`config.mk`:
```
export PLATFORM = sky130hd
export DESIGN_NAME = seq_detect_sched
export DESIGN_NICKNAME = d
export VERILOG_FILES = /design/src/rtl/seq_detect_sched.sv
export SDC_FILE = /design/constraint.sdc
export NUM_CORES = 1
export LEC_CHECK = 0
export BUFFER_PORTS_ARGS = -buffer_cell sky130_fd_sc_hd__buf_2
export CORE_ASPECT_RATIO = 1.4
export CORE_MARGIN = 2
export CORE_UTILIZATION = 54
export DETAILED_ROUTE_END_ITERATION = 10
export PLACE_DENSITY = 0.85
export SYNTH_ARGS = -nofsm -noshare
export SYNTH_HDL_FRONTEND = slang
export SYNTH_SLANG_ARGS = --single-unit
```
`constraint.sdc`:
```
create_clock -name clk -period 4.3 [get_ports clk]
set_input_delay 0.43 -clock clk [delete_from_list [all_inputs] [get_ports clk]]
set_output_delay 0.43 -clock clk [all_outputs]
set_load 0.005 [all_outputs]
```
`src/rtl/seq_detect_sched.sv`:
```
// Round-robin scheduler sharing one sequence_detect between 2**ID_W requesters; counts z hits per frame.
// Optional SEQ_SCHED_FIXED_PRI_EN: lowest-index fixed priority instead of round-robin.
module seq_detect_sched #(
  parameter int ID_W    = 2,
  parameter int FRAME_W = 8,
  parameter int CNT_W   = 4
) (
  input  logic                       clk,
  input  logic                       reset,
  input  logic [2**ID_W-1:0]         req,
  input  logic [2**ID_W*FRAME_W-1:0] frame_data,
  input  logic [2**ID_W*CNT_W-1:0]   frame_len,
  output logic [2**ID_W-1:0]         gnt,
  output logic                       busy,
  output logic                       det_rst,
  output logic                       det_x,
  input  logic                       det_z,
  output logic                       done,
  output logic [ID_W-1:0]            done_id,
  output logic [CNT_W-1:0]           hit_cnt
);

  localparam int N_REQ = 2**ID_W;
  localparam logic [N_REQ-1:0] GNT_ONE = 1;

  typedef enum logic [2:0] {IDLE, CLR, SHIFT, DRAIN, DONE} state_t;

  state_t             state, state_nxt;
  logic [FRAME_W-1:0] sreg;
  logic [CNT_W-1:0]   bit_cnt, hit, hit_nxt, sel_len, eff_len;
  logic [ID_W-1:0]    win_id, win_sel, cand, search_base;
  logic               win_vld, hit_inc;

`ifdef SEQ_SCHED_FIXED_PRI_EN
  assign search_base = '0;
`else
  logic [ID_W-1:0] rr_ptr;
  assign search_base = rr_ptr;
`endif

  // Search wraps naturally because N_REQ is a power of two.
  always_comb begin
    win_vld = 1'b0;
    win_sel = '0;
    cand    = '0;
    for (int k = 0; k < N_REQ; k++) begin
      cand = search_base + ID_W'(k);
      if (!win_vld && req[cand]) begin
        win_vld = 1'b1;
        win_sel = cand;
      end
    end
  end

  assign sel_len = frame_len[win_sel*CNT_W +: CNT_W];
  assign eff_len = (sel_len == '0 || sel_len > CNT_W'(FRAME_W)) ? CNT_W'(FRAME_W) : sel_len;

  assign hit_inc = (state == SHIFT || state == DRAIN) && det_z && (hit != '1);
  assign hit_nxt = hit + CNT_W'(hit_inc);

  always_ff @(posedge clk or negedge reset) begin
    if (!reset) state <= IDLE;
    else        state <= state_nxt;
  end

  // bit_cnt holds the number of bits still to be emitted.
  always_comb begin
    state_nxt = state;
    case (state)
      IDLE:    if (win_vld) state_nxt = CLR;
      CLR:     state_nxt = SHIFT;
      SHIFT:   if (bit_cnt == '0) state_nxt = DRAIN;
      DRAIN:   state_nxt = DONE;
      DONE:    state_nxt = IDLE;
      default: state_nxt = IDLE;
    endcase
  end

  always_ff @(posedge clk or negedge reset) begin
    if (!reset) begin
      sreg    <= '0;
      bit_cnt <= '0;
      hit     <= '0;
      win_id  <= '0;
      gnt     <= '0;
      busy    <= 1'b0;
      det_rst <= 1'b0;
      det_x   <= 1'b0;
      done    <= 1'b0;
      done_id <= '0;
      hit_cnt <= '0;
`ifndef SEQ_SCHED_FIXED_PRI_EN
      rr_ptr  <= '0;
`endif
    end else begin
      busy    <= (state_nxt != IDLE);
      det_rst <= (state_nxt == CLR);
      done    <= (state_nxt == DONE);

      if (state_nxt == SHIFT) begin
        det_x   <= sreg[FRAME_W-1];
        sreg    <= sreg << 1;
        bit_cnt <= bit_cnt - CNT_W'(1);
      end else begin
        det_x   <= 1'b0;
      end

      case (state)
        IDLE: if (win_vld) begin
          sreg    <= frame_data[win_sel*FRAME_W +: FRAME_W];
          bit_cnt <= eff_len;
          win_id  <= win_sel;
          gnt     <= GNT_ONE << win_sel;
        end
        CLR:   hit <= '0;
        SHIFT: hit <= hit_nxt;
        DRAIN: begin
          hit     <= hit_nxt;
          hit_cnt <= hit_nxt;
          done_id <= win_id;
        end
        DONE: begin
          gnt    <= '0;
`ifndef SEQ_SCHED_FIXED_PRI_EN
          rr_ptr <= win_id + ID_W'(1);
`endif
        end
        default: ;
      endcase
    end
  end

endmodule

```
* Word-level counts from Yosys, hierarchy flattened
Index checks and enable logic that the tools add are counted.
Storage, ports and cells: register bits after elaboration 37, word-level logic and storage cells 85, input port bits 55, output and inout bits 14
Cells by class: shift operators 3, reduce and logical (&&, ||, !) cells 19, order comparisons 5, add/subtract/negate cells 6, eq/ne operators 9, mux-type cells 30
Operators by type and width (number):
- variable part select 32 x 6 -> 8 bit | 1
- two-way mux 8 bit | 3
- two-way mux 4 bit | 5
- one-hot mux 4 bit (2 select lines) | 2
- variable part select 16 x 5 -> 4 bit | 1
- less-than comparator 2 x 3 -> 1 bit (second input constant) | 4
- one-hot mux 3 bit (4 select lines) | 1
- equality test 3 x 2 -> 1 bit (second input constant) | 3
- two-way mux 1 bit | 9
- binary-select mux 1 bit (select 2 bit) | 4
- zero test 4 bit | 2
- two-way mux 2 bit | 4
- equality test 3 x 1 -> 1 bit (second input constant) | 2
- equality test 3 bit (second input constant) | 2
- two-way mux 3 bit | 2
- logical AND 1 bit | 5
- adder 2 x 1 -> 2 bit (second input constant) | 2
- adder 2 bit (second input constant) | 2
- adder 4 x 1 -> 4 bit | 1
- > comparator 4 bit (second input constant) | 1
- inequality test 4 bit (second input constant) | 1
- AND reduction 2 bit | 2
- nonzero test 2 bit | 2
- left shift 1 x 2 -> 4 bit (first input constant) | 1
- 7 further kinds | 10

* Longest topological paths before layout
Gate-level depths: netlist of run 1.
word-level depth 18, gate-level depth with buffers 10, depth with buffers taken out 10

* Worst setup path after synthesis of run 1
Ideal clock, no wire load.
path type register to register, start register bit_cnt[0], end register sreg[1], arrival time 1.820 ns, setup slack 2.345 ns, period minus slack after synthesis 1.955 ns, cell stages (with the launch flop) 10, library setup time 0.136 ns, path through dfrtp_1 inv_1 ha_1 or3b_2 nand2b_1 a21o_1 clkbuf_1 nand2_1 o22ai_1 a21oi_1
On the way: longest elaborated chain between the ends 7
Ends and longest elaborated chain:
- from (decl) | line 30 | logic [CNT_W-1:0] bit_cnt, hit, hit_nxt, sel_len, eff_len;
- from (signal assigned) | line 103 | bit_cnt <= bit_cnt - CNT_W'(1);
- from (signal assigned) | line 111 | bit_cnt <= eff_len;
- zero test 4 bit (*) | line 72 | SHIFT: if (bit_cnt == '0) state_nxt = DRAIN;
- two-way mux 3 bit (*) | line 72
- one-hot mux 3 bit (4 select lines) (*) | line 69 | case (state)
- equality test 3 x 2 -> 1 bit (*) | line 100 | if (state_nxt == SHIFT) begin
- two-way mux 8 bit (*) | line 100
- two-way mux 8 bit | line 109 | IDLE: if (win_vld) begin
- two-way mux 8 bit (*) | line 108 | case (state)
- to (signal assigned) | line 102 | sreg <= sreg << 1;
- to (signal assigned) | line 110 | sreg <= frame_data[win_sel*FRAME_W +: FRAME_W];
- to (decl) | line 29 | logic [FRAME_W-1:0] sreg;
Every way passes the cells marked *; elsewhere a longest branch is shown, timed or not. A chain may end at the register's enable or synchronous reset.

* Worst setup path in the final report of run 1
start register rr_ptr[1], end register bit_cnt[3]
On the way: longest elaborated chain between the ends 18
Ends and longest elaborated chain:
- from (decl) | line 37 | logic [ID_W-1:0] rr_ptr;
- from (signal assigned) | line 125 | rr_ptr <= win_id + ID_W'(1);
- branches (longest 17 deep; another with adder 2 x 1 -> 2 bit)
- two-way mux 4 bit (*) | line 108
Every way passes the cells marked *. The select of a mux whose other input is x is not followed.

==> flow_metrics.tcl, run 1 <==
set metrics [dict create \
    critical_path.startpoint_type "register" \
    synth_ff_type "dfrtp_1" \
    fin_util_pct 67.56 \
    setup_viol 0 \
    place_hpwl_mm 3.286 \
    status "complete, no violations" \
    drtIter0Drc 42 \
    critPathSlowestCell "a221o_1" \
    async_reset_ff_share_pct 100.0 \
    p_comb_share_pct 48.2 \
    power.density_mw_per_mm2 660.1 \
    clkPwrFrac_pct 14.7 \
    synth_top_area_share_pct 44.69 \
    avgViaCountPerCell 5.611 \
    grt_max_degree 38 \
    seqCellArea_um2 925.9 \
    track_usage_pct 21.40 \
    timing.final.hold_violations 0 \
    gp_congestion 0.8142 \
    synthToLayoutAreaGrowth_pct 19.87 \
    core_mm2 0.003676 \
    crit_chain "mux2i_1 -> a221o_1 -> mux2i_1 -> mux2i_1 -> o311a_1 -> a21oi_2" \
    htree_levels 2 \
    cts_tree "done" \
    clock-sinks 37 \
    antenna_found_initial 0 \
    fin_tns_setup_ps 0 \
    vias 1773 \
    ant_nets 0 \
    postSynthAreaPerCell_um2 9.867 \
    rsz0062_at_grt "false" \
    final_cell_mix "68 x buf_2, 37 x dfrtp_1, 30 x nand2_1" \
    power.switching_mw 0.6575 \
    max_cap_violations 0 \
    final_net_count 332 \
    grt_pass1_vias 1769 \
    dieArea_mm2 0.004355 \
    multi_input_area_mm2 0.001030 \
    tightest_slew_ps 1064 \
    fin_crit_sh_pct 60.33 \
    diodes 0 \
    ys_warn_count 0 \
    synth-seq-cells 37 \
    numPortBuffers 68 \
    max_freq_ghz 0.3855 \
    final_common_cell "buf_2" \
    drt_pass1_iterations 4 \
    critPathCaptureType "register" \
    numCtsBuffers 5 \
    synth_edf_count 0 \
    drcViolationCount 0 \
    ctsHoldBuffers 0 \
    p_int_mw 0.9819 \
    seq_area_frac_synth_pct 44.69 \
    synth_cells 210 \
    worstPathMaxFanout 22 \
    clk_path_buf_depth 2 \
    wire_per_inst_um 13.71 \
    worst_path_most_repeated_cell "mux2i_1" \
    netlist_area_mm2 0.002072 \
    post_cts_buffers 0 \
    layout-drive-gt1-share_pct 32.48 \
    vdd_ir_drop_max_v 0.0004044 \
    slew_viol_final 0 \
    arrival_ps 2810 \
    die_h_um 77.29 \
    hold_class "in -> async" \
    maxSlewHeadroom_pct 29.05 \
    slowest_delay_ps 890 \
    rows 26 \
    yosysTopAreaCell "dfrtp_1" \
    clkSlewWorstSetupHoldPaths_ps 70 \
    cts_root_buf "clkbuf_8" \
    critPathKind "reg -> reg" \
    start_util_pct 56.36 \
    cp_data_required_time_ps 4510 \
    io_pins 69 \
    syn_nets 268 \
    leakagePower_nw 1.289 \
    cts_resized 0 \
    seqPwrFrac_pct 37.1 \
    ys_top_cells_by_area "dfrtp_1 45%, mux2i_1 13%, mux2_2 5.4%" \
    fill_cells 309 \
    drt_wl_total_mm 4.333 \
    grt_pass1_wl_mm 7.327 \
    swShare_pct 40.11 \
    clock_skew_ps 3.851 \
    die-width_um 56.35 \
    grt.overflow.total 0 \
    layout_min_cycle_time_ps 2594 \
    yosysUniqueCellTypes 40 \
    worstSkewPairLatency_ps 280 \
]
[synth_stat cells, drive strengths merged (3+ instances only)]
library cell / n
mux2: 10
ha: 3
a21oi: 15
nand2: 30
xnor2: 4
a31oi: 3
mux2i: 26
a22o: 3
nand3: 4
o21ai: 15
inv: 11
o22ai: 4
clkbuf: 6
nor2: 7
dfrtp: 37
buf: 6
[power groups by stage]
| stage | combinational (mW) | clock (mW) | sequential, mW |
|---|---|---|---|
| final | 0.791 | 0.241 | 0.608 |
| after global routing | 0.883 | 0.259 | 0.623 |
| after CTS | 0.797 | 0.244 | 0.606 |
| after detailed placement | 0.794 | 0 | 0.611 |
| after global placement | 0.778 | 0 | 0.605 |
| after floorplan | 0.650 | 0 | 0.576 |
[flip-flops by register name, summed over array words and instances, names as in the netlist]
register,count
bit_cnt,4
done_id,2
hit,4
det_x,1
det_rst,1
win_id,2
state,3
hit_cnt,4
gnt,4
sreg,8
rr_ptr,2
done,1
busy,1
[routing by layer]
layer  vias up  GRT usage [%]  part of all wire, %
li1        874              -                    -
met1       832          21.87                   37
met2        57          40.35                   56
met3        10          5.902                  4.7
met4         0          7.857                  2.2
met5         -              0                    0
[critical path, delay by kind of cell, from the launching register on]
kind / cells / cell delay [ps]
multiplexers: 3 / 660
flip-flops: 1 / 470
AO/OA/AOI/OAI: 3 / 1390
[cells by family after synthesis]
kind of cell	after synthesis	synth area share (%)
DFF	37	44.69
AOI/OAI and AO/OA	52	15.94
muxes	36	18.00
adders and majority gates	3	1.812
xor gates and xnor gates	6	2.536
buffers and inverters	23	5.615
and+or+nand+nor	53	11.41
[final cells by class]
| type | instances | area share (%) |
|---|---|---|
| multi-input cells | 150 | 41.46 |
| flip-flops and latches | 37 | 37.28 |
| repair buffers | 69 | 14.01 |
| clock buffers | 7 | 3.476 |
| well taps | 42 | 2.116 |
| inverters | 11 | 1.662 |
[worst paths after layout]
path                            startpoint  cells after the start  slack, ps          to
worst max-delay path             rr_ptr[1]                      6       1710  bit_cnt[3]
min in group clk                hit_cnt[3]                      2        470  hit_cnt[3]
worst min register to register  hit_cnt[3]                      2        470  hit_cnt[3]
max in group asynchronous            reset                      1       3590     det_rst
worst max register to register   rr_ptr[1]                      6       1710  bit_cnt[3]
worst min-delay path                 reset                      1        220  done_id[0]
[per-stage QoR]
step | hold slack [ps] | setup slack [ps] | power, mW | instance area, um^2 | std cells
global placement | 457.2 | 1699 | 1.383 | 2397 | 309
CTS | 252.4 | 1687 | 1.648 | 2484 | 316
detailed placement | 465.0 | 1625 | 1.405 | 2397 | 309
finish | 221.5 | 1706 | 1.639 | 2484 | 316
global route | 298.5 | 1490 | 1.765 | 2484 | 316
floorplan | 134.4 | 2345 | 1.226 | 2072 | 210
No activity file was read; power rests on OpenSTA's default activity.
==> run 2, diff against run 1 <==
- CORE_UTILIZATION: 54 -> 50
- PLACE_DENSITY: 0.85 -> 0.79
- clock period: 4.3 -> 2.5 ns (I/O delays scaled with it)
==> run 2 against run 1 <==
Compared with the run above: register-to-register slack lost 1300 ps; flip-flop and latch count is the same; via count shrank 0.85%; sequential power grew 69%; core utilization shrank 4.0 points; routed wire length shrank 5.5%; first-iteration DRC count shrank 55%; cell area grew 1.1%; sequential share of layout area shrank 0.41 points; cell count grew 1.9%; largest power group unchanged.
==> flow_metrics.tcl, run 2 (synthesis gave the netlist of run 1 again) <==
set metrics [dict create \
    final_net_count 336 \
    start_util_pct 52.42 \
    rsz0062_at_grt "false" \
    critPathKind "reg -> reg" \
    dieArea_mm2 0.004682 \
    die_h_um 80.17 \
    critical_path.startpoint_type "register" \
    die-width_um 58.41 \
    max_cap_violations 0 \
    numPortBuffers 68 \
    diodes 0 \
    ant_nets 0 \
    vias 1758 \
    gp_congestion 0.8146 \
    reg2reg_setup_slack_ps 410 \
    drtIter0Drc 19 \
    place_hpwl_mm 3.129 \
    dp.cells 314 \
    setup_viol 0 \
    leakagePower_nw 1.309 \
    worstSkewPairLatency_ps 280 \
    grt_max_degree 38 \
    r2r-start "rr_ptr[1]" \
    avgViaCountPerCell 5.460 \
    layout-drive-gt1-share_pct 33.69 \
    rows 27 \
    wire_per_inst_um 12.71 \
    drt_wl_total_mm 4.094 \
    grt_pass1_vias 1687 \
    multi_input_area_mm2 0.001030 \
    arrival_ps 2310 \
    seqCellArea_um2 925.9 \
    r2r_end "bit_cnt[3]" \
    htree_levels 2 \
    numCtsBuffers 5 \
    reg2reg_depth 7 \
    synthToLayoutAreaGrowth_pct 21.20 \
    antenna_found_initial 0 \
    cts_root_buf "clkbuf_8" \
    timing.final.hold_violations 0 \
    largest_register_ffs 8 \
    drt_pass1_iterations 5 \
    grt.overflow.total 0 \
    clock-sinks 37 \
    worstPathMaxFanout 19 \
    post-place-ws_ps 429.1 \
    hold_class "in -> async" \
    clk_path_buf_depth 2 \
    cts_resized 0 \
    layout_min_cycle_time_ps 2090 \
    io_pins 69 \
    tightest_slew_ps 798.2 \
    clkSlewWorstSetupHoldPaths_ps 70 \
    setup_slack_ps 409.7 \
    post_cts_buffers 0 \
    vdd_ir_drop_max_v 0.0008884 \
    final_cell_mix "68 x buf_2, 37 x dfrtp_1, 30 x nand2_1" \
    track_usage_pct 18.97 \
    placed_area_mm2 0.002429 \
    slew_viol_final 0 \
    regMostFlops "sreg" \
    fin_tns_setup_ps 0 \
    finalNonFillerCells 322 \
    core_mm2 0.003953 \
    final_common_cell "buf_2" \
    max_freq_ghz 0.4784 \
    grt_pass1_wl_mm 6.948 \
    fin_crit_sh_pct 83.61 \
    critPathCaptureType "register" \
    cp_data_required_time_ps 2720 \
    status "complete, no violations" \
    p_total_mw 2.809 \
    maxSlewHeadroom_pct 46.79 \
    fin_area_mm2 0.002511 \
    ctsHoldBuffers 0 \
    fill_cells 359 \
    clock_skew_ps 9.257 \
    cts_tree "done" \
    drcViolationCount 0 \
    power.density_mw_per_mm2 1119 \
]
[run 2: cell count changes in the layout (fill, tap and decap cells not counted)]
cell,change
buf_4,+4
clkinv_2,+2
clkbuf_8,-1
[run 2: worst max-delay path, cell delays in order, from the launching register on]
cell,delay [ps]
dfrtp_1,470
mux2i_1,260
a221o_1,180
buf_4,270
mux2i_1,240
mux2i_1,120
o311a_1,380
a21oi_2,100
[run 2: layer usage]
metal	global-route usage (%)	share of wire, %
met1	21.85	40
met2	34.83	54
met3	4.348	4.5
met4	4.186	0.93
met5	0	0
[run 2: area by class of cell]
type / count / area share (%)
clock buffer: 6 / 2.890
sequential: 37 / 36.87
inverter: 11 / 1.644
timing repair buffer: 73 / 15.05
clock inverter: 2 / 0.3986
multi-input combinational: 150 / 41.01
tap: 43 / 2.142
[run 2: per-stage QoR]
| stage | util, % | hold slack [ps] |
|---|---|---|
| 6_report | 63.53 | 46.27 |
| 5_1_grt | 63.53 | 115.4 |
| 4_1_cts | 63.53 | 72.09 |
| 3_5_place_dp | 61.44 | 379.4 |
| 3_3_place_gp | 61.44 | 375.2 |
| 2_1_floorplan | - | -45.59 |
[run 2: worst max-delay path by stage]
stage | from | end | slack, ps
final | rr_ptr[1] | bit_cnt[3] | 410
after global routing | rr_ptr[1] | bit_cnt[3] | 270
after CTS | rr_ptr[1] | bit_cnt[3] | 410
after detailed placement | rr_ptr[1] | bit_cnt[3] | 430
after global placement | rr_ptr[1] | bit_cnt[1] | 530
after floorplan | bit_cnt[0] | sreg[1] | 540
[run 2: power by group]
part | internal, mW | switching (mW) | leakage (nW)
Clock | 0.193 | 0.203 | 0.0450
Sequential | 0.853 | 0.181 | 0.461
Combinational | 0.638 | 0.740 | 0.803
